==> config.mk <==
export PLATFORM = sky130hd
export DESIGN_NAME = dac_req_arbiter
export DESIGN_NICKNAME = d
export VERILOG_FILES = /design/src/rtl/dac_req_arbiter.sv
export SDC_FILE = /design/constraint.sdc
export NUM_CORES = 1
export LEC_CHECK = 0
export ABC_CLOCK_PERIOD_IN_PS = 4010
export CAP_MARGIN = 20
export CELL_PAD_IN_SITES_DETAIL_PLACEMENT = 0
export CELL_PAD_IN_SITES_GLOBAL_PLACEMENT = 1
export CORE_MARGIN = 8
export CORE_UTILIZATION = 30
export DETAILED_ROUTE_END_ITERATION = 8
export PLACE_DENSITY = 0.79
export SLEW_MARGIN = 30
export SYNTH_ARGS = -nofsm -noshare
export SYNTH_HDL_FRONTEND = slang
export SYNTH_SLANG_ARGS = --single-unit
==> constraint.sdc <==
create_clock -name clk -period 4.01 [get_ports clk]
set_input_delay 0.802 -clock clk [delete_from_list [all_inputs] [get_ports clk]]
set_output_delay 0.802 -clock clk [all_outputs]
set_load 0.02 [all_outputs]
==> src/rtl/dac_req_arbiter.sv <==
// Round-robin arbiter sharing one serial DAC write engine between NUM_REQ requesters.
// Optional code saturation to [CLAMP_LO, CLAMP_HI] is built when DAC_REQ_CLAMP_EN is defined.
module dac_req_arbiter #(
    parameter int                NUM_REQ  = 4,
    parameter int                DATA_W   = 12,
    parameter int                MIN_GAP  = 8,
    parameter int                BUSY_TMO = 16,
    parameter logic [DATA_W-1:0] CLAMP_LO = '0,
    parameter logic [DATA_W-1:0] CLAMP_HI = '1
) (
    input  logic                        clk,
    input  logic                        reset,
    input  logic [NUM_REQ-1:0]          req,
    input  logic [NUM_REQ*DATA_W-1:0]   req_data,
    output logic [NUM_REQ-1:0]          ack,
    output logic                        dac_start,
    output logic [DATA_W-1:0]           dac_data,
    input  logic                        dac_busy,
    output logic                        arb_busy,
    output logic [2:0]                  last_grant,
    input  logic                        err_clr,
    output logic                        err_timeout,
    output logic                        clamp_hit
);

    localparam int TMO_W = $clog2(BUSY_TMO + 2);
    localparam int GAP_W = $clog2(MIN_GAP + 2);

    typedef enum logic [2:0] {
        IDLE,
        ISSUE,
        WAIT_BUSY,
        WAIT_DONE,
        GAP
    } state_t;

    state_t             state;
    logic [2:0]         rr_ptr;
    logic [TMO_W-1:0]   tmo_cnt;
    logic [GAP_W-1:0]   gap_cnt;

    logic [3:0]         pick;
    logic               win_vld;
    logic [2:0]         win_idx;
    logic [DATA_W-1:0]  raw_code;
    logic [DATA_W-1:0]  code_sel;
    logic               hit_sel;

    // Returns {found, index}; lower rotation offsets overwrite higher ones, so the
    // first asserted request at or after ptr wins.
    function automatic logic [3:0] rr_pick(input logic [NUM_REQ-1:0] r, input logic [2:0] ptr);
        logic [3:0] res;
        int         idx;
        res = '0;
        for (int k = NUM_REQ - 1; k >= 0; k--) begin
            idx = int'(ptr) + k;
            if (idx >= NUM_REQ) idx = idx - NUM_REQ;
            for (int i = 0; i < NUM_REQ; i++)
                if (i == idx && r[i]) res = {1'b1, 3'(i)};
        end
        return res;
    endfunction

    // Unsigned saturation; MSB of the result flags that the code was altered.
    function automatic logic [DATA_W:0] sat_code(input logic [DATA_W-1:0] c);
        if (c > CLAMP_HI) return {1'b1, CLAMP_HI};
        if (c < CLAMP_LO) return {1'b1, CLAMP_LO};
        return {1'b0, c};
    endfunction

    assign pick    = rr_pick(req, rr_ptr);
    assign win_vld = pick[3];
    assign win_idx = pick[2:0];

    always_comb begin
        raw_code = '0;
        for (int i = 0; i < NUM_REQ; i++)
            if (win_idx == 3'(i)) raw_code = req_data[i*DATA_W +: DATA_W];
    end

    always_comb begin
`ifdef DAC_REQ_CLAMP_EN
        {hit_sel, code_sel} = sat_code(raw_code);
`else
        hit_sel  = 1'b0;
        code_sel = raw_code;
`endif
    end

    always_ff @(posedge clk or negedge reset) begin
        if (!reset) begin
            state       <= IDLE;
            rr_ptr      <= '0;
            ack         <= '0;
            dac_start   <= 1'b0;
            dac_data    <= '0;
            arb_busy    <= 1'b0;
            last_grant  <= '0;
            err_timeout <= 1'b0;
            clamp_hit   <= 1'b0;
            tmo_cnt     <= '0;
            gap_cnt     <= '0;
        end else begin
            ack       <= '0;
            dac_start <= 1'b0;
            clamp_hit <= 1'b0;
            // A timeout set later in this block overrides the clear.
            if (err_clr) err_timeout <= 1'b0;

            case (state)
                IDLE: begin
                    if (win_vld) begin
                        dac_data   <= code_sel;
                        clamp_hit  <= hit_sel;
                        ack        <= NUM_REQ'(1) << win_idx;
                        last_grant <= win_idx;
                        rr_ptr     <= (int'(win_idx) == NUM_REQ - 1) ? 3'd0 : win_idx + 3'd1;
                        arb_busy   <= 1'b1;
                        state      <= ISSUE;
                    end
                end
                ISSUE: begin
                    dac_start <= 1'b1;
                    tmo_cnt   <= TMO_W'(BUSY_TMO);
                    state     <= WAIT_BUSY;
                end
                WAIT_BUSY: begin
                    if (dac_busy) begin
                        state <= WAIT_DONE;
                    end else if (tmo_cnt <= TMO_W'(1)) begin
                        tmo_cnt     <= '0;
                        err_timeout <= 1'b1;
                        gap_cnt     <= GAP_W'(MIN_GAP);
                        state       <= GAP;
                    end else begin
                        tmo_cnt <= tmo_cnt - TMO_W'(1);
                    end
                end
                WAIT_DONE: begin
                    if (!dac_busy) begin
                        gap_cnt <= GAP_W'(MIN_GAP);
                        state   <= GAP;
                    end
                end
                GAP: begin
                    // MIN_GAP of 0 or 1 both leave after a single cycle here.
                    if (gap_cnt <= GAP_W'(1)) begin
                        gap_cnt  <= '0;
                        arb_busy <= 1'b0;
                        state    <= IDLE;
                    end else begin
                        gap_cnt <= gap_cnt - GAP_W'(1);
                    end
                end
                default: begin
                    arb_busy <= 1'b0;
                    state    <= IDLE;
                end
            endcase
        end
    end

endmodule
Word-level counts from Yosys, hierarchy flattened:

Cells that the tools add are included.

* flip-flop bits (word level): 37
* word-level logic and storage cells: 133

* multiplexer cells: 49
* bitwise logic cells: 1
* magnitude comparators: 6
* equal/unequal tests: 26
* reduce and logical (&&, ||, !) cells: 30
* shift-type cells: 1
* $add $sub $neg: 10

Operator list (count)
* equality test 3 x 32 -> 1 bit (first input constant): 8
* equality test 2 x 32 -> 1 bit (first input constant): 4
* logical NOT 32 bit: 4
* 2-to-1 mux 32 bit: 4
* 2-to-1 mux 4 bit: 22
* 2-to-1 mux 12 bit: 4
* 2-to-1 mux 3 bit: 6
* logical AND 1 bit: 16
* case mux 3 bit (5 select lines): 1
* subtractor 4 x 3 -> 5 bit (second input constant): 3
* equality test 3 x 2 -> 1 bit (second input constant): 4
* greater-or-equal comparator 4 x 3 -> 1 bit (second input constant): 3
* case mux 4 bit (3 select lines): 1
* 2-to-1 mux 5 bit: 2
* != test 2 bit (second input constant): 5
* case mux 5 bit (2 select lines): 1
* adder 3 x 2 -> 4 bit (second input constant): 2
* AND reduction 4 bit: 2
* 2-to-1 mux 1 bit: 7
* equality test 3 x 1 -> 1 bit (second input constant): 2
* equality test 3 bit (second input constant): 2
* logical NOT 3 bit: 2
* <= comparator 5 x 1 -> 1 bit (second input constant): 1
* subtractor 5 x 1 -> 5 bit (second input constant): 1
* other kinds (15): 16

Logic depth before layout (Yosys ltp):

* word-level depth: 26
* gate-level depth with buffers: 11
* depth with buffers taken out: 9

Worst setup path before layout:

OpenSTA, ideal clock, no wires.

* kind: input -> register
* start point: input port req[0]
* end point: register dac_data[0]
* arrival time: 2.449 ns
* library setup time: 0.082 ns
* data required time: 3.928 ns
* stages on the path: 9
* setup slack: 1.479 ns
* path buffers: 1
* cells stage by stage: nor3b_1 > a211oi_1 > inv_1 > ha_1 > nor2b_1 > buf_2 > a221oi_1 > a211o_1 > a31oi_1

* cells in the longest elaborated chain, start to end: 18
* elaborated cells between the ends (all ways): 29
* those cells by class: eq/ne: 3; mux: 20; reduce/logical: 6

RTL lines
* start, declared: line 13 `input logic [NUM_REQ-1:0] req,`
* logical AND 1 bit: line 59 `if (i == idx && r[i]) res = {1'b1, 3'(i)};`
* 2-to-1 mux 4 bit (8 in a row): line 59
* 2-to-1 mux 4 bit (*) (4 in a row): line 59
* net pick[1]: line 42 `logic [3:0] pick;`
* logical NOT 3 bit: line 78 `if (win_idx == 3'(i)) raw_code = req_data[i*DATA_W +: DATA_W];`
* 2-to-1 mux 12 bit (3 in a row): line 78
* 2-to-1 mux 12 bit (*): line 78
* end signal, assigned: line 113 `dac_data <= code_sel;`
* end, declared: line 17 `output logic [DATA_W-1:0] dac_data,`

The timed path passes the listed nets; every way through them passes the cells marked *.
A chain may end at the register's enable or synchronous reset.

Worst setup path in the final report:

* start point: input port req[3]
* end point: register dac_data[3]

* cells in the longest elaborated chain, start to end: 19
* elaborated cells between the ends (all ways): 26
* those cells by class: eq/ne: 3; mux: 17; reduce/logical: 6

RTL lines (line)
* logical AND 1 bit: 59
* 2-to-1 mux 4 bit (12 in a row): 59
* 2-to-1 mux 4 bit (*): 59
* net pick[1]: 42
* logical NOT 3 bit: 78
* 2-to-1 mux 12 bit (3 in a row): 78
* 2-to-1 mux 12 bit (*): 78

Marked as above.

==> metrics list <==
- The hold violation total from the final report was 0.
- Setup TNS Final: 0 ps
* Maximum fanout along the worst path: 15
- In this run the tightest slew margin relative to its limit is 0.481.
- CTS saw 35 sinks.
- Among cell families on the critical path, the largest total delay comes from compound AO/OA/AOI/OAI gates.
- Number of cells on the worst reg-to-reg path: 10
* Worst supply voltage drop on vdd: 250 µV
- Number of buffers inserted by hold repair at cts: 0
* CP Data Arrival Time: between 3000 and 4000 ps
- Ratio of routed vias to standard cells: 4.85
- For this design the ratio of total power to cell area is ~700 nW/µm².
- Compound-gate portion of the synthesized area: 0.229
* Starting density of the core: 0.303
* Pin count of the biggest net entering global routing: 36
* Pins Over Slew Limit: 0
- Relative to the synthesized area, the layout overhead comes to 45.6%.
- Classification of the worst-slack hold path: register to register
- TritonCTS built the clock tree.
* Kind of critical path: primary input to register
- Number of diodes: 0
* Total standard cell area after synthesis: around 2000 µm²
- Sorting the synthesized cells by area gives the leading types as sky130_fd_sc_hd__dfrtp_1, sky130_fd_sc_hd__ha_1, sky130_fd_sc_hd__a211o_1.
- Dividing the synthesized area by the synthesized cell count gives between 9 and 10 µm².
- Share of the synthesized area in the top cell type: 0.436
- Total power: between 2 and 2.5 mW
- The synthesized design contains 0 enable-type register cells.
- Summed over all cells, the static leakage comes to 1.25 nW.
* Post-synthesis xor/xnor area fraction: 0.00436
- Weighted congestion at the end of routability-driven global placement: around 0.77
* Cells along the critical path: clkdlybuf4s50_1, o21ai_0, a211oi_1, inv_1, ha_1, nor2b_1, buf_4, a221oi_1, a211o_1, a31oi_1
- Final worst-path cycle share: 0.793
- CTS Root Buffer Type: sky130_fd_sc_hd__clkbuf_8
- Fraction of the mapped netlist area in adder cells: 0.0498
* Critical path buffer and inverter count: 3
* Post-CTS setup repair buffer count: 0
* Die boundary width: between 90 and 100 µm
* Aggregate global-route resource usage: 0.117
- Post-synth top flop: sky130_fd_sc_hd__dfrtp_1
* Max Cap Violations: 0
- The first global-routing pass estimated roughly 9.1 mm of wire.
* Num rows: 30
* Overall overflow remaining after global route: 0
- Clock latency reported for the late side of the worst-skew pair: between 200 and 300 ps
- Of the post-synthesis cell area, the part taken by muxes is 0.0218.
* Count of routing violations after the opening detailed-route iteration: 66
- Startpoint of the worst-slack reg-to-reg timing path: rr_ptr[0]
- Count of pins on the block boundary: just under 80
* Asr flop ratio synth: 1.00
- The floorplan step defined a die boundary enclosing around 9600 µm².
* Cell type contributing the most total cell area after synthesis: sky130_fd_sc_hd__dfrtp_1
* Stage delay of the slowest cell on the critical path: around 540 ps
- Chip Height: 97.9 µm
- In this run, post-CTS repair resized a total of 0 instances.
- Vias in the first global route: 1,890
- Most used standard cell by instance count after synthesis: sky130_fd_sc_hd__dfrtp_1
- Number of buffers on the longest clock path: 2
- After the last flow step, the layout net total stands at roughly 360.
- Top cells by count, synth: sky130_fd_sc_hd__dfrtp_1, sky130_fd_sc_hd__nand2_1, sky130_fd_sc_hd__inv_1
* Total clock buffers created by CTS: 5
- Shortest clock period the worst path allows after layout: approximately 3200 ps
- Of the total synthesized cell area, the portion taken by AND, OR, NAND and NOR gates is 0.180.
- For this run, the register share of the synthesized area comes to 0.436.
- For this design, the slowest cell found on the critical path is sky130_fd_sc_hd__clkdlybuf4s50_1.
- Kind of end point of the critical path: register
- In this run the standard cell core region covers ~6600 µm².
- Number of distinct library cells after synthesis: 40
* Unrepaired setup endpoints after global routing: false
* Largest family of logic cells by synthesized area: compound AO/OA/AOI/OAI gates
* HPWL after detailed placement: 4.15 mm
- During synthesis, Yosys emitted a total of 0 warnings.
- The worst setup path is launched from a primary input.
* Fraction of layout cells with a size suffix above 1: 0.0612
* Flops & latches, synth: 35
- Average wire length per cell after detail routing: approximately 14 µm
* Endpoint of the worst hold path: last_grant[1]
- CTS clk-pin slew, worst paths: ~80 ps
- Setup slack on the worst reg-to-reg path comes out at 1430 ps.
* Antenna violations before repair: 0
- The first detailed-routing pass ran for 4 iterations.
- The run finished with clean final reports.
* Required arrival time at the worst endpoint: 4220 ps
- Post-route DRC violation count: 0
* Post-Route Utilization: 0.440
* Number of standard cells after synthesis: ~220
- Post-DRT Antenna Nets: 0
- Total detailed-routing wirelength: between 5 and 6 mm
- Setup violations remaining at the end of the flow were counted as 0.
- Along the worst hold path, the cell count comes to 1.
- Transition time at the pin with the least slew margin: ~780 ps
- H-tree level count: 2
- Max frequency: 0.315 GHz
- Crit path depth: 10
* R2R Path End: dac_data[3]
- Across all layers, the routed design uses between 1,500 and 2,000 vias.
- Startpoint of the worst hold path: last_grant[1]
- Port Buf Inserts: 76
- Across the routed clock network, the largest skew measured is roughly 8.3 ps.
## cell usage in the layout (no fill, tap or decap), types with 7 or more instances in the layout
master / instances
sky130_fd_sc_hd__ha_1: 8
sky130_fd_sc_hd__a21oi_1: 11
sky130_fd_sc_hd__inv_1: 22
sky130_fd_sc_hd__nor2_1: 21
sky130_fd_sc_hd__a211o_1: 11
sky130_fd_sc_hd__dfrtp_1: 35
sky130_fd_sc_hd__clkdlybuf4s50_1: 75
sky130_fd_sc_hd__nand2_1: 24
sky130_fd_sc_hd__clkbuf_8: 7
sky130_fd_sc_hd__a31oi_1: 11
sky130_fd_sc_hd__a221oi_1: 11
## flip-flops by register name, summed over array words and instances (netlist names)
name,cells
tmo_cnt,5
arb_busy,1
gap_cnt,4
err_timeout,1
rr_ptr,2
ack,4
dac_data,12
dac_start,1
last_grant,2
state,3
## kinds of logic after synthesis
logic type | Yosys count
AO/OA/AOI/OAI | 64
XOR/XNOR | 1
adder cells (fa/ha/maj) | 8
buffers and inverters | 36
flip-flops | 35
multiplexers | 4
other | 1
AND/OR/NAND/NOR | 70
## worst max-delay path by stage
stage / startpoint / endpoint
floorplan: req[0] / dac_data[0]
global placement: req[3] / dac_data[7]
detailed placement: req[3] / dac_data[3]
CTS: req[3] / dac_data[3]
global route: req[3] / dac_data[3]
finish: req[3] / dac_data[3]
## stage by stage
stage / instances / setup slack (ps) / hold WS (ps) / instance area [µm²]
2_1_floorplan: 220 / 1480 / 488 / 2010
5_1_grt: 374 / 628 / 552 / 2930
4_1_cts: 374 / 875 / 531 / 2930
3_3_place_gp: 366 / 592 / 507 / 2830
6_report: 374 / 831 / 520 / 2930
3_5_place_dp: 366 / 572 / 514 / 2830
## layout make-up
| class | instances | area (µm²) |
|---|---|---|
| Inverter | 22 | 82.6 |
| Multi-Input combinational cell | 149 | 982 |
| Clock buffer | 8 | 100 |
| Sequential cell | 35 | 876 |
| Timing Repair Buffer | 80 | 786 |
| Fill cell | 629 | 3720 |
| Tap cell | 80 | 100 |
## where the power goes
part,internal (mW),switching (mW)
clock,0.157,0.129
combinational,0.533,0.576
sequential,0.507,0.135
total,1.20,0.839
## per-layer routing
layer / GRT usage / wire (µm) / part of all wire
met5: 0 / 0 / 0
met4: 0.0468 / 69 / 0.013
met3: 0.0555 / 542 / 0.10
met2: 0.168 / 2200 / 0.41
met1: 0.148 / 2600 / 0.48
(Power assumes the default switching activity.)
